**src/rtl/if_pkg.sv**
```systemverilog
// Shared defaults and the prefetch-queue entry layout for the fetch stage.
package if_pkg;

    localparam int                    DEF_DATA_W   = 32;
    localparam int                    DEF_ADDR_W   = 32;
    localparam logic [DEF_ADDR_W-1:0] DEF_RESET_PC = '0;

    typedef struct packed {
        logic [DEF_ADDR_W-1:0] pc;
        logic [DEF_DATA_W-1:0] instr;
    } q_entry_t;

    // Occupancy counter width: must be able to represent DEPTH itself.
    function automatic int cnt_w(input int depth);
        return $clog2(depth) + 1;
    endfunction

endpackage

```
**src/rtl/if_fifo.sv**
```systemverilog
// Synchronous FIFO for the fetch queue; flush wins over push and pop.
module if_fifo
    import if_pkg::*;
#(
    parameter int DEPTH = 4,
    parameter int WIDTH = 64
) (
    input  logic                    CLK,
    input  logic                    RESET,
    input  logic                    i_push,
    input  logic                    i_pop,
    input  logic                    i_flush,
    input  logic [WIDTH-1:0]        i_data,
    output logic [WIDTH-1:0]        o_data,
    output logic [cnt_w(DEPTH)-1:0] o_count,
    output logic                    o_full,
    output logic                    o_empty
);

    localparam int PW = $clog2(DEPTH);
    localparam int CW = cnt_w(DEPTH);

    logic [WIDTH-1:0] r_mem [DEPTH];
    logic [PW-1:0]    r_rd;
    logic [PW-1:0]    r_wr;
    logic [CW-1:0]    r_count;
    logic             w_push;
    logic             w_pop;

    always_comb begin
        o_full  = (r_count == CW'(DEPTH));
        o_empty = (r_count == '0);
        w_push  = i_push & ~o_full & ~i_flush;
        w_pop   = i_pop & ~o_empty & ~i_flush;
        o_data  = r_mem[r_rd];
        o_count = r_count;
    end

    always_ff @(posedge CLK or posedge RESET) begin
        if (RESET) begin
            r_rd    <= '0;
            r_wr    <= '0;
            r_count <= '0;
            for (int i = 0; i < DEPTH; i++) r_mem[i] <= '0;
        end else if (i_flush) begin
            r_rd    <= '0;
            r_wr    <= '0;
            r_count <= '0;
        end else begin
            if (w_push) begin
                r_mem[r_wr] <= i_data;
                r_wr        <= r_wr + PW'(1);
            end
            if (w_pop) r_rd <= r_rd + PW'(1);
            case ({w_push, w_pop})
                2'b10:   r_count <= r_count + CW'(1);
                2'b01:   r_count <= r_count - CW'(1);
                default: r_count <= r_count;
            endcase
        end
    end

endmodule

```
**src/rtl/if_fetch_queue.sv**
```systemverilog
// Fetch stage: PC, one-deep read issue to a 1-cycle imem, and a prefetch queue
// feeding decode over valid/ready. A taken branch flushes everything queued.
module if_fetch_queue
    import if_pkg::*;
#(
    parameter int                DATA_W   = DEF_DATA_W,
    parameter int                ADDR_W   = DEF_ADDR_W,
    parameter int                DEPTH    = 4,
    parameter int                PC_STEP  = 1,
    parameter logic [ADDR_W-1:0] RESET_PC = ADDR_W'(DEF_RESET_PC)
) (
    input  logic                    CLK,
    input  logic                    RESET,
    input  logic                    fetch_en,
    input  logic                    br_taken,
    input  logic [ADDR_W-1:0]       br_target,
    output logic                    imem_rd,
    output logic [ADDR_W-1:0]       imem_addr,
    input  logic [DATA_W-1:0]       imem_data,
    output logic                    inst_valid,
    output logic [DATA_W-1:0]       inst,
    output logic [ADDR_W-1:0]       inst_pc,
    input  logic                    dec_ready,
    output logic [cnt_w(DEPTH)-1:0] q_count
);

    localparam int CW = cnt_w(DEPTH);
    localparam int OW = CW + 1;

    typedef struct packed {
        logic [ADDR_W-1:0] pc;
        logic [DATA_W-1:0] instr;
    } entry_t;

    logic [ADDR_W-1:0] r_pc;
    logic [ADDR_W-1:0] r_fetch_pc;
    logic              r_inflight;
    logic              r_kill;

    logic [CW-1:0]     w_count;
    logic [OW-1:0]     w_occ;
    logic              w_full;
    logic              w_empty;
    logic              w_issue;
    logic              w_push;
    logic              w_pop;
    entry_t            w_in;
    entry_t            w_head;

    // Space check counts the outstanding read so a returning response always fits;
    // a same-cycle pop deliberately does not free a slot.
    always_comb begin
        w_occ      = {1'b0, w_count} + OW'(r_inflight);
        w_issue    = ~RESET & fetch_en & ~br_taken & (w_occ < OW'(DEPTH));
        w_push     = r_inflight & ~r_kill & ~w_full;
        w_pop      = ~w_empty & dec_ready;
        w_in.pc    = r_fetch_pc;
        w_in.instr = imem_data;
        imem_rd    = w_issue;
        imem_addr  = r_pc;
        inst_valid = ~w_empty;
        inst       = w_head.instr;
        inst_pc    = w_head.pc;
        q_count    = w_count;
    end

    always_ff @(posedge CLK or posedge RESET) begin
        if (RESET) begin
            r_pc       <= RESET_PC;
            r_fetch_pc <= '0;
            r_inflight <= 1'b0;
            r_kill     <= 1'b0;
        end else begin
            r_inflight <= w_issue;
            // Marks a response that straddles a redirect as stale.
            r_kill     <= br_taken & r_inflight;
            if (br_taken) begin
                r_pc <= br_target;
            end else if (w_issue) begin
                r_pc       <= r_pc + ADDR_W'(PC_STEP);
                r_fetch_pc <= r_pc;
            end
        end
    end

    if_fifo #(
        .DEPTH (DEPTH),
        .WIDTH (ADDR_W + DATA_W)
    ) u_fifo (
        .CLK     (CLK),
        .RESET   (RESET),
        .i_push  (w_push),
        .i_pop   (w_pop),
        .i_flush (br_taken),
        .i_data  (w_in),
        .o_data  (w_head),
        .o_count (w_count),
        .o_full  (w_full),
        .o_empty (w_empty)
    );

endmodule
```
**config.mk**
```make
export PLATFORM = sky130hd
export DESIGN_NAME = if_fetch_queue
export DESIGN_NICKNAME = d
export VERILOG_FILES = /design/src/rtl/if_pkg.sv /design/src/rtl/if_fifo.sv /design/src/rtl/if_fetch_queue.sv
export SDC_FILE = /design/constraint.sdc
export NUM_CORES = 1
export LEC_CHECK = 0
export ABC_AREA = 1
export CAP_MARGIN = 10
export CORE_MARGIN = 2
export CORE_UTILIZATION = 40
export CTS_CLUSTER_DIAMETER = 100
export DETAILED_ROUTE_END_ITERATION = 12
export RECOVER_POWER = 25
export SETUP_SLACK_MARGIN = 0.15
export SLEW_MARGIN = 20
export SYNTH_ARGS = -nofsm -noshare
export SYNTH_HDL_FRONTEND = slang
export SYNTH_HIERARCHICAL = 1
export SYNTH_SLANG_ARGS = --single-unit
```
**constraint.sdc**
```tcl
create_clock -name CLK -period 12.84 [get_ports CLK]
set_input_delay 2.568 -clock CLK [delete_from_list [all_inputs] [get_ports CLK]]
set_output_delay 2.568 -clock CLK [all_outputs]
set_load 0.02 [all_outputs]
```
# Word-level counts from Yosys, hierarchy flattened
# Cells that the tools add are included.
# word_totals
ff_bits	329
in_bits	69
output_inout_bits	101
elab_cells	64
# op_classes
add_sub_neg	6
n_lt_le_gt_ge	4
eq_ne	3
n_mux	14
n_bitwise	18
reduce_logical	8
# op_table
operator	count
bitwise mux 256 bit	1
two-way mux 64 bit	3
binary-select mux 64 bit (select 2 bit)	1
demux 64 bit (select 2 bit)	1
two-way mux 32 bit	2
adder 32 x 1 -> 32 bit, second input constant	1
bitwise AND 1 bit	11
two-way mux 2 bit	4
greater-or-equal comparator 3 bit, second input constant	2
inverter 2 -> 3 bit	2
case mux 3 bit (2 select lines)	1
nonzero test 2 bit	3
inverter 1 bit	5
adder 2 x 1 -> 2 bit, second input constant	2
adder 3 x 1 -> 4 bit	1
< comparator 4 x 3 -> 1 bit, second input constant	1
AND reduction 2 bit	2
adder 3 x 1 -> 3 bit, second input constant	1
== test 3 bit, second input constant	1
zero test 3 bit	1
< comparator 3 x 1 -> 1 bit, second input constant	1
two-way mux 3 bit	1
nonzero test 3 bit	1
subtractor 3 x 1 -> 3 bit, second input constant	1
3 further kinds	3

# Depth between registers and ports, before layout
# Gate-level depths: netlist (run 1).
# depth
word_depth	8
mapped_depth	13
mapped_depth_nobuf	13

# By module
# The synthesis (run 1) kept the hierarchy.
# by_module_without_submodules
module	n_inst	cells_each	area_each_um2	seq_area_each_um2
if_fifo	1	1313	11448.5	6581.3
if_fetch_queue	1	522	3726.1	1651.6

# Worst setup path before layout (run 1)
# OpenSTA, ideal clock, no wires.
# synth_timing
kind	input-to-output
from	input port br_taken
to	output port imem_rd
arrival_time_ps	3248
required_ps	10272
slack_ps	7024
cell_stages	5
path_buffers	2
path_cell_list	buf_4 -> nor2_4 -> nand3_4 -> inv_2 -> buf_4
# synth_via
elab_chain_len	3
# synth_lines
element	line_no	source
from (decl)	if_fetch_queue.sv:15	input logic br_taken,
inverter 1 bit (no line)	-	
bitwise AND 1 bit (2 in series)	if_fetch_queue.sv:54	w_issue = ~RESET & fetch_en & ~br_taken & (w_occ < OW'(DEPTH));
to (decl)	if_fetch_queue.sv:17	output logic imem_rd,
# No other way between the ends.

# Final worst setup path (run 1)
# Same ends and word-level chain as after synthesis.

==> metrics.md, run 1 <==
| Metric | Value |
|---|---|
| Critical path class | in -> out |
| Hold Path Class | reg -> reg |
| DP Area | 0.0170 mm^2 |
| Multiplexer area fraction after synthesis | 0 |
| Area Overhead vs Synth | 20.7% |
| MaxCap Viol Count | 3 |
| Most common cell after layout, fill and taps aside | nand2_1 |
| Dpl hpwl | 23800 um |
| Syn_nets | 1910 |
| Final #Nets | 2018 |
| Clock buffer count from CTS | 38 |
| Die height | 199 um |
| Synth warnings | 6 |
| Failing checks | capacitance limit, slew limit |
| Synth unique cells | 36 |
| TritonCTS clock tree | yes |
| Final setup vio count | 0 |
| Cts repair resizes | 0 |
| Post-CTS Setup Inserts | 0 |
| Worst EP arrival | 6.15 ns |
| Worst Path Max Fanout | 53 |
| Cell leakage power | 8.44 nW |
| Sequential area share after synthesis | 0.543 |
| Synth Area in Simple Gates | 0.199 |
| Vias per Instance | 5.07 |
| I/O Buffers | 169 |
| DRT iter0 DRCs | 795 |
| Fin crit period | 8.71 ns |
| CTS Sinks | 329 |
| Final wirelength | 39500 um |
| Post-route DRC | 0 |
| Layout cells sized above 1 | 0.0528 |
| Combinational share of power | 0.340 |
| Status | complete, but fails checks |
| # diodes | 0 |
| Switching Share | 0.349 |
| Post-Synth Adder-Cell Area | 0.00544 |
| Worst-margin pin slew | 3.64 ns |
| Synth Area in Compound Gates | 0.175 |
| Max Clk Rate | 0.115 GHz |
| Detail Route Antenna Nets | 0 |
| Power Dens Cells | 207 mW/mm^2 |
| Worst path bufs/invs | 4 |
| Initial Util | 0.405 |
| Fin. max-slew vios | 153 |
| Critical Path End Type | output pin |
| Largest family of logic cells by synthesized area | simple AND/OR/NAND/NOR gates |
| Initial antenna violation count | 0 |
| CTS clk-pin slew, worst paths | 0.05 ns |
| Die area | 0.0395 mm^2 |
| Final std cell area, no fill | 0.0183 mm^2 |
| RSZ-0062 raised after global routing | no |
| CP max stage cell | clkbuf_1 |
| First-pass DRT Iterations | 7 |
| Synth Area per Inst | 8.27 um^2 |
| Core area | 0.0375 mm^2 |
| Place WS | 5.06 ns |
| Routed wire per std cell | 15.9 um |
| Synth Area in XOR/XNOR | 0.00173 |
| Fin crit share | 0.679 |
| Largest net degree at the start of global routing | 145 |
| Clk buf depth | 3 |
| Final Hold Vio Count | 0 |
| Crit path cell chain | dlygate4sd3_1 -> clkbuf_1 -> nor2_4 -> nand3_4 -> inv_2 -> clkdlybuf4s50_1 |
| Commonest cells after routing, fill and taps aside | nand2_1, dfrtp_1, o21ai_1 |
| Die width | 199 um |
| Clock latency on the worst-skew pair | 0.52 ns |
| CP peak stage delay | 1.40 ns |
| Global-route wire length before repair | 64300 um |
| Hold buffer count at CTS | 0 |
| Peak VDD IR | 93.0 uV |
| Sw power | 1.32 mW |
| Clk root buf | clkbuf_16 |
| CP Launch Type | input pin |
| Vias in the first global route | 12000 |
| H-tree depth | 2 |
| Clk_skew | 0.00934 ns |
| Final core occ | 0.488 |
| Netlist Area Pre-Place | 0.0152 mm^2 |
| Required @ worst endpoint | 10.27 ns |
| Synth Register Bits | 329 |
| Worst hold margin | 0.481 ns |
| Internal Power | 2.46 mW |
| Via count | 12600 |
| Seq pwr share | 0.368 |
| Clock power share | 0.292 |
| Total global-route track usage | 0.203 |
| TNS Setup | 0 ns |
| Final WS setup | 4.13 ns |
| Cell family with most CP delay | buffers and inverters |
| GRT overflow | 0 |
| Site row count | 71 |
| I/O pins | 170 |
| GPL Wtd Cong | 0.824 |
| Post-Synthesis Cells | 1835 |
| Relative slew slack | -1.43 |
==> final timing paths <==
kind                                    from                 to  slack (ns)  depth (start not counted)
min                        u_fifo/r_mem[180]  u_fifo/r_mem[180]        0.48                          2
max reg2reg                u_fifo/o_count[0]   u_fifo/r_mem[38]       10.02                         10
max in group asynchronous              RESET       imem_addr[5]        6.82                          3
min reg2reg                u_fifo/r_mem[180]  u_fifo/r_mem[180]        0.48                          2
max                                 br_taken            imem_rd        4.13                          6
min in group asynchronous              RESET  u_fifo/o_count[1]        3.11                          2
==> synthesized netlist by cell type <==
| library cell | number | area share |
|---|---|---|
| a21boi_0 | 1 | 0.00049 |
| a21boi_2 | 1 | 0.00074 |
| a21oi_1 | 4 | 0.0013 |
| and2_1 | 1 | 0.00041 |
| buf_1 | 6 | 0.0015 |
| buf_2 | 34 | 0.011 |
| buf_4 | 32 | 0.016 |
| buf_6 | 5 | 0.0037 |
| clkbuf_1 | 38 | 0.0094 |
| clkinv_1 | 1 | 0.00025 |
| dfrtp_1 | 329 | 0.54 |
| fa_1 | 1 | 0.0013 |
| ha_1 | 5 | 0.0041 |
| inv_1 | 138 | 0.034 |
| inv_2 | 2 | 0.00049 |
| nand2_1 | 431 | 0.11 |
| nand2_2 | 8 | 0.0033 |
| nand2_4 | 2 | 0.0015 |
| nand3_1 | 73 | 0.024 |
| nand3_2 | 1 | 0.00066 |
| nand3_4 | 2 | 0.0023 |
| nand3b_1 | 1 | 0.00049 |
| nand4_1 | 9 | 0.0037 |
| nor2_1 | 184 | 0.046 |
| nor2_2 | 6 | 0.0025 |
| nor2_4 | 6 | 0.0045 |
| nor2_8 | 1 | 0.0013 |
| nor3_1 | 3 | 0.00099 |
| nor3b_1 | 1 | 0.00049 |
| o211ai_1 | 4 | 0.0020 |
| o21ai_0 | 176 | 0.058 |
| o21ai_1 | 261 | 0.086 |
| o22ai_1 | 64 | 0.026 |
| or2_2 | 1 | 0.00041 |
| xnor2_1 | 1 | 0.00058 |
| xor2_1 | 2 | 0.0012 |
==> cell type report <==
type | count | area (um^2)
clock buffers | 60 | 1180
clock inverters | 7 | 110
fillers | 3751 | 19200
inverters | 141 | 532
multi-input cells | 1250 | 5800
flip-flops and latches | 329 | 8240
well taps | 511 | 639
repair buffers | 183 | 1810
==> state kept, by name, indices dropped and copies added, names as in the netlist <==
| signal | count |
|---|---|
| u_fifo/r_rd | 2 |
| r_inflight | 1 |
| u_fifo/r_mem | 256 |
| r_fetch_pc | 32 |
| u_fifo/r_wr | 2 |
| u_fifo/o_count | 3 |
| r_kill | 1 |
| imem_addr | 32 |
==> metrics by stage <==
stage / cells / total power [mW]
after floorplan: 1835 / 2.13
after global placement: 2413 / 2.69
after detailed placement: 2413 / 2.71
after CTS: 2480 / 3.83
after global routing: 2481 / 4.02
final: 2481 / 3.78
==> worst min-delay path, stage by stage (launching register included) <==
cell     delay (ns)
dfrtp_1        0.33
nand2_1        0.05
o21ai_1        0.06
==> routing by layer <==
metal | vias to the layer above | track usage | part of all wire
met4 | 0 | 0.0533 | 0.020
li1 | 6244 | - | -
met3 | 49 | 0.0319 | 0.052
met2 | 341 | 0.316 | 0.45
met1 | 5947 | 0.294 | 0.48
met5 | - | 0 | 0
==> logic make-up (layout without fill, tap and decap cells) <==
family          after synthesis  after routing
fa+ha+maj                     6              6
buf+inv                     256            391
compound gates              511            511
xor+xnor                      3              3
flops                       329            329
simple gates                730            730
==> power by group through the flow <==
| stage | combinational, mW | clock [mW] | sequential (mW) |
|---|---|---|---|
| finish | 1.29 | 1.10 | 1.39 |
| global route | 1.42 | 1.18 | 1.42 |
| CTS | 1.30 | 1.14 | 1.39 |
| detailed placement | 1.30 | 0 | 1.41 |
| global placement | 1.29 | 0 | 1.40 |
| floorplan | 0.762 | 0 | 1.37 |
Power figures use the tool's default switching activity.
==> run 2: changes to the inputs <==
==> constraint.sdc (replaced) <==
create_clock -name CLK -period 7.52 [get_ports CLK]
set_input_delay 1.504 -clock CLK [delete_from_list [all_inputs] [get_ports CLK]]
set_output_delay 1.504 -clock CLK [all_outputs]
set_load 0.02 [all_outputs]
==> run 2 against run 1 <==
Effect of this change: first-iteration DRC count fell by 1.9%; setup slack lost 2.5 ns; sequential share of layout area shrank 0.061 points; wire length increased by 0.74%; critical path depth stayed put; die area is the same; worst hold slack better by 0.0011 ns; clock skew rose by 0.0054 ns; the flow still finishes with violations (capacitance limit, slew limit); final area increased by 0.14%; power grew 72%; combinational power rose by 71%; critical endpoint unchanged; non-clock buffer count up 2.
==> metrics.md, run 2 (synthesis results as in run 1) <==
| Metric | Value |
|---|---|
| Status | complete, but fails checks |
| Failing checks | capacitance limit, slew limit |
| CTS Sinks | 329 (unchanged) |
| Clock latency on the worst-skew pair | 0.52 ns (about the same) |
| Peak VDD IR | 159 uV (+71%) |
| CTS clk-pin slew, worst paths | 0.06 ns (about the same) |
| Initial Util | 0.405 (unchanged) |
| Initial antenna violation count | 0 (unchanged) |
| Worst path bufs/invs | 4 (unchanged) |
| Final WS setup | 1.66 ns (-2.47 ns) |
| Non-Filler Instances | 2485 (+0.16%) |
| Worst r2r src | u_fifo/o_count[0] |
| Post-CTS Setup Inserts | 0 (unchanged) |
| DRT iter0 DRCs | 780 (-1.9%) |
| Fin crit period | 5.86 ns |
| Final wirelength | 39800 um (+0.74%) |
| I/O pins | 170 (unchanged) |
| Hold Path Class | reg -> reg |
| Cell family with most CP delay | buffers and inverters |
| Total global-route track usage | 0.204 (+0.00125) |
| Clk root buf | clkbuf_16 |
| Filler cells | 3755 (+0.11%) |
| Relative slew slack | -1.47 (-0.0419) |
| GPL Wtd Cong | 0.802 (-2.7%) |
| Reg2Reg Depth | 10 (unchanged) |
| Hold buffer count at CTS | 0 (unchanged) |
| TritonCTS clock tree | yes |
| Worst EP arrival | 4.36 ns (-1.79 ns) |
| RSZ-0062 raised after global routing | no |
| Total Power | 6.49 mW (+72%) |
| Largest Register | u_fifo/r_mem |
| Fin crit share | 0.780 |
| Core area | 0.0375 mm^2 (unchanged) |
| Critical path class | in -> out |
| Dpl hpwl | 24300 um (+2.0%) |
| Via count | 12600 (+0.49%) |
| Area Overhead vs Synth | 20.8% |
| Worst hold margin | 0.482 ns (+0.00110 ns) |
| Cts repair resizes | 0 (unchanged) |
| Detail Route Antenna Nets | 0 (unchanged) |
| Max Clk Rate | 0.171 GHz |
| GRT overflow | 0 (unchanged) |
| Global-route wire length before repair | 64700 um (+0.70%) |
| Place WS | 1.87 ns (-3.19 ns) |
| Crit path cell chain | dlygate4sd3_1 -> buf_4 -> nor2_1 -> nand3_4 -> inv_2 -> clkdlybuf4s50_1 |
| Largest net degree at the start of global routing | 97 (-33%) |
| Final Hold Vio Count | 0 (unchanged) |
| Worst Path Max Fanout | 51 (-3.8%) |
| Site row count | 71 (unchanged) |
| Final setup vio count | 0 (unchanged) |
| Max FFs per register | 256 (unchanged) |
| Placed Cells | 2416 (+0.12%) |
| CP max stage cell | clkdlybuf4s50_1 |
| Fin. max-slew vios | 203 (+33%) |
| MaxCap Viol Count | 4 (+1) |
| Post-route DRC | 0 (unchanged) |
| First-pass DRT Iterations | 5 (-2) |
| Final #Nets | 2020 (+0.099%) |
| I/O Buffers | 169 (unchanged) |
| TNS Setup | 0 ns (unchanged) |
| Worst-margin pin slew | 3.71 ns (+0.0629 ns) |
| CP Launch Type | input pin |
| # diodes | 0 (unchanged) |
| Die height | 199 um (unchanged) |
| Layout cells sized above 1 | 0.0567 (+0.00395) |
| H-tree depth | 2 (unchanged) |
| Critical Path End Type | output pin |
| Clock buffer count from CTS | 38 (unchanged) |
| HP Start | u_fifo/r_mem[188] |
| Vias in the first global route | 12300 (+2.6%) |
| Cell leakage power | 8.46 nW (+0.18%) |
| Clk buf depth | 3 (unchanged) |
| Vias per Instance | 5.09 (+0.33%) |
| Commonest cells after routing, fill and taps aside | nand2_1, dfrtp_1, o21ai_1 |
| Die width | 199 um (unchanged) |
| Clk_skew | 0.0147 ns (+0.00536 ns) |
| Power Dens Cells | 354 mW/mm^2 (+71%) |
| Worst reg2reg setup slack | 3.98 ns (-6.04 ns) |
| Die area | 0.0395 mm^2 (unchanged) |
| Routed wire per std cell | 16.0 um (+0.57%) |
| Most common cell after layout, fill and taps aside | nand2_1 |
| Reg-to-reg endpoint | u_fifo/r_mem[219] |
| CP peak stage delay | 0.71 ns (-0.69 ns) |
| Hold Path Sink | u_fifo/r_mem[188] |
| Required @ worst endpoint | 6.02 ns (-4.25 ns) |
| Hold path depth | 2 (unchanged) |
[run 2: cell count changes in the layout (fill, tap and decap cells not counted), sizes merged]
cell,before,now
clkinvlp,1,5
clkbuf,62,58
buf,12,14
clkinv,7,9
[run 2: stage by stage]
step | utilization | cell area (um^2)
2_1_floorplan | - | 15200
3_3_place_gp | 0.454 | 17000
3_5_place_dp | 0.454 | 17000
4_1_cts | 0.490 | 18400
5_1_grt | 0.489 | 18300
6_report | 0.489 | 18300
[run 2: power breakdown]
| part | internal [mW] | leakage [nW] | switching (mW) |
|---|---|---|---|
| sequential | 2.11 | 4.40 | 0.254 |
| clock | 1.19 | 0.649 | 0.734 |
| combinational | 0.916 | 3.41 | 1.29 |
[run 2: final cells by class]
cell class	count	area [um^2]	area share
Sequential cell	329	8240	0.449
Multi-Input combinational cell	1250	5790	0.316
Timing Repair Buffer	185	1800	0.0984
Clock buffer	56	1180	0.0645
Tap cell	511	639	0.0349
Inverter	141	532	0.0290
Clock inverter	13	150	0.00819
[run 2: worst min-delay path, stage by stage (launching register included)]
cell and delay [ns]:
dfrtp_1 0.33, nand2_1 0.05, o21ai_1 0.06
[run 2: worst max-delay path by stage]
stage | depth (start not counted) | startpoint | to
finish | 6 | br_taken | imem_rd
global route | 6 | br_taken | imem_rd
CTS | 6 | br_taken | imem_rd
detailed placement | 6 | br_taken | imem_rd
global placement | 6 | br_taken | imem_rd
floorplan | 1 | RESET | u_fifo/o_count[0]
[run 2: layer usage]
metal | GRT usage | wire [um] | vias up
met2 | 0.331 | 18000 | 338
met1 | 0.288 | 18900 | 6000
li1 | - | - | 6256
met3 | 0.0302 | 2200 | 49
met4 | 0.0484 | 626 | 0
met5 | 0 | 0 | -
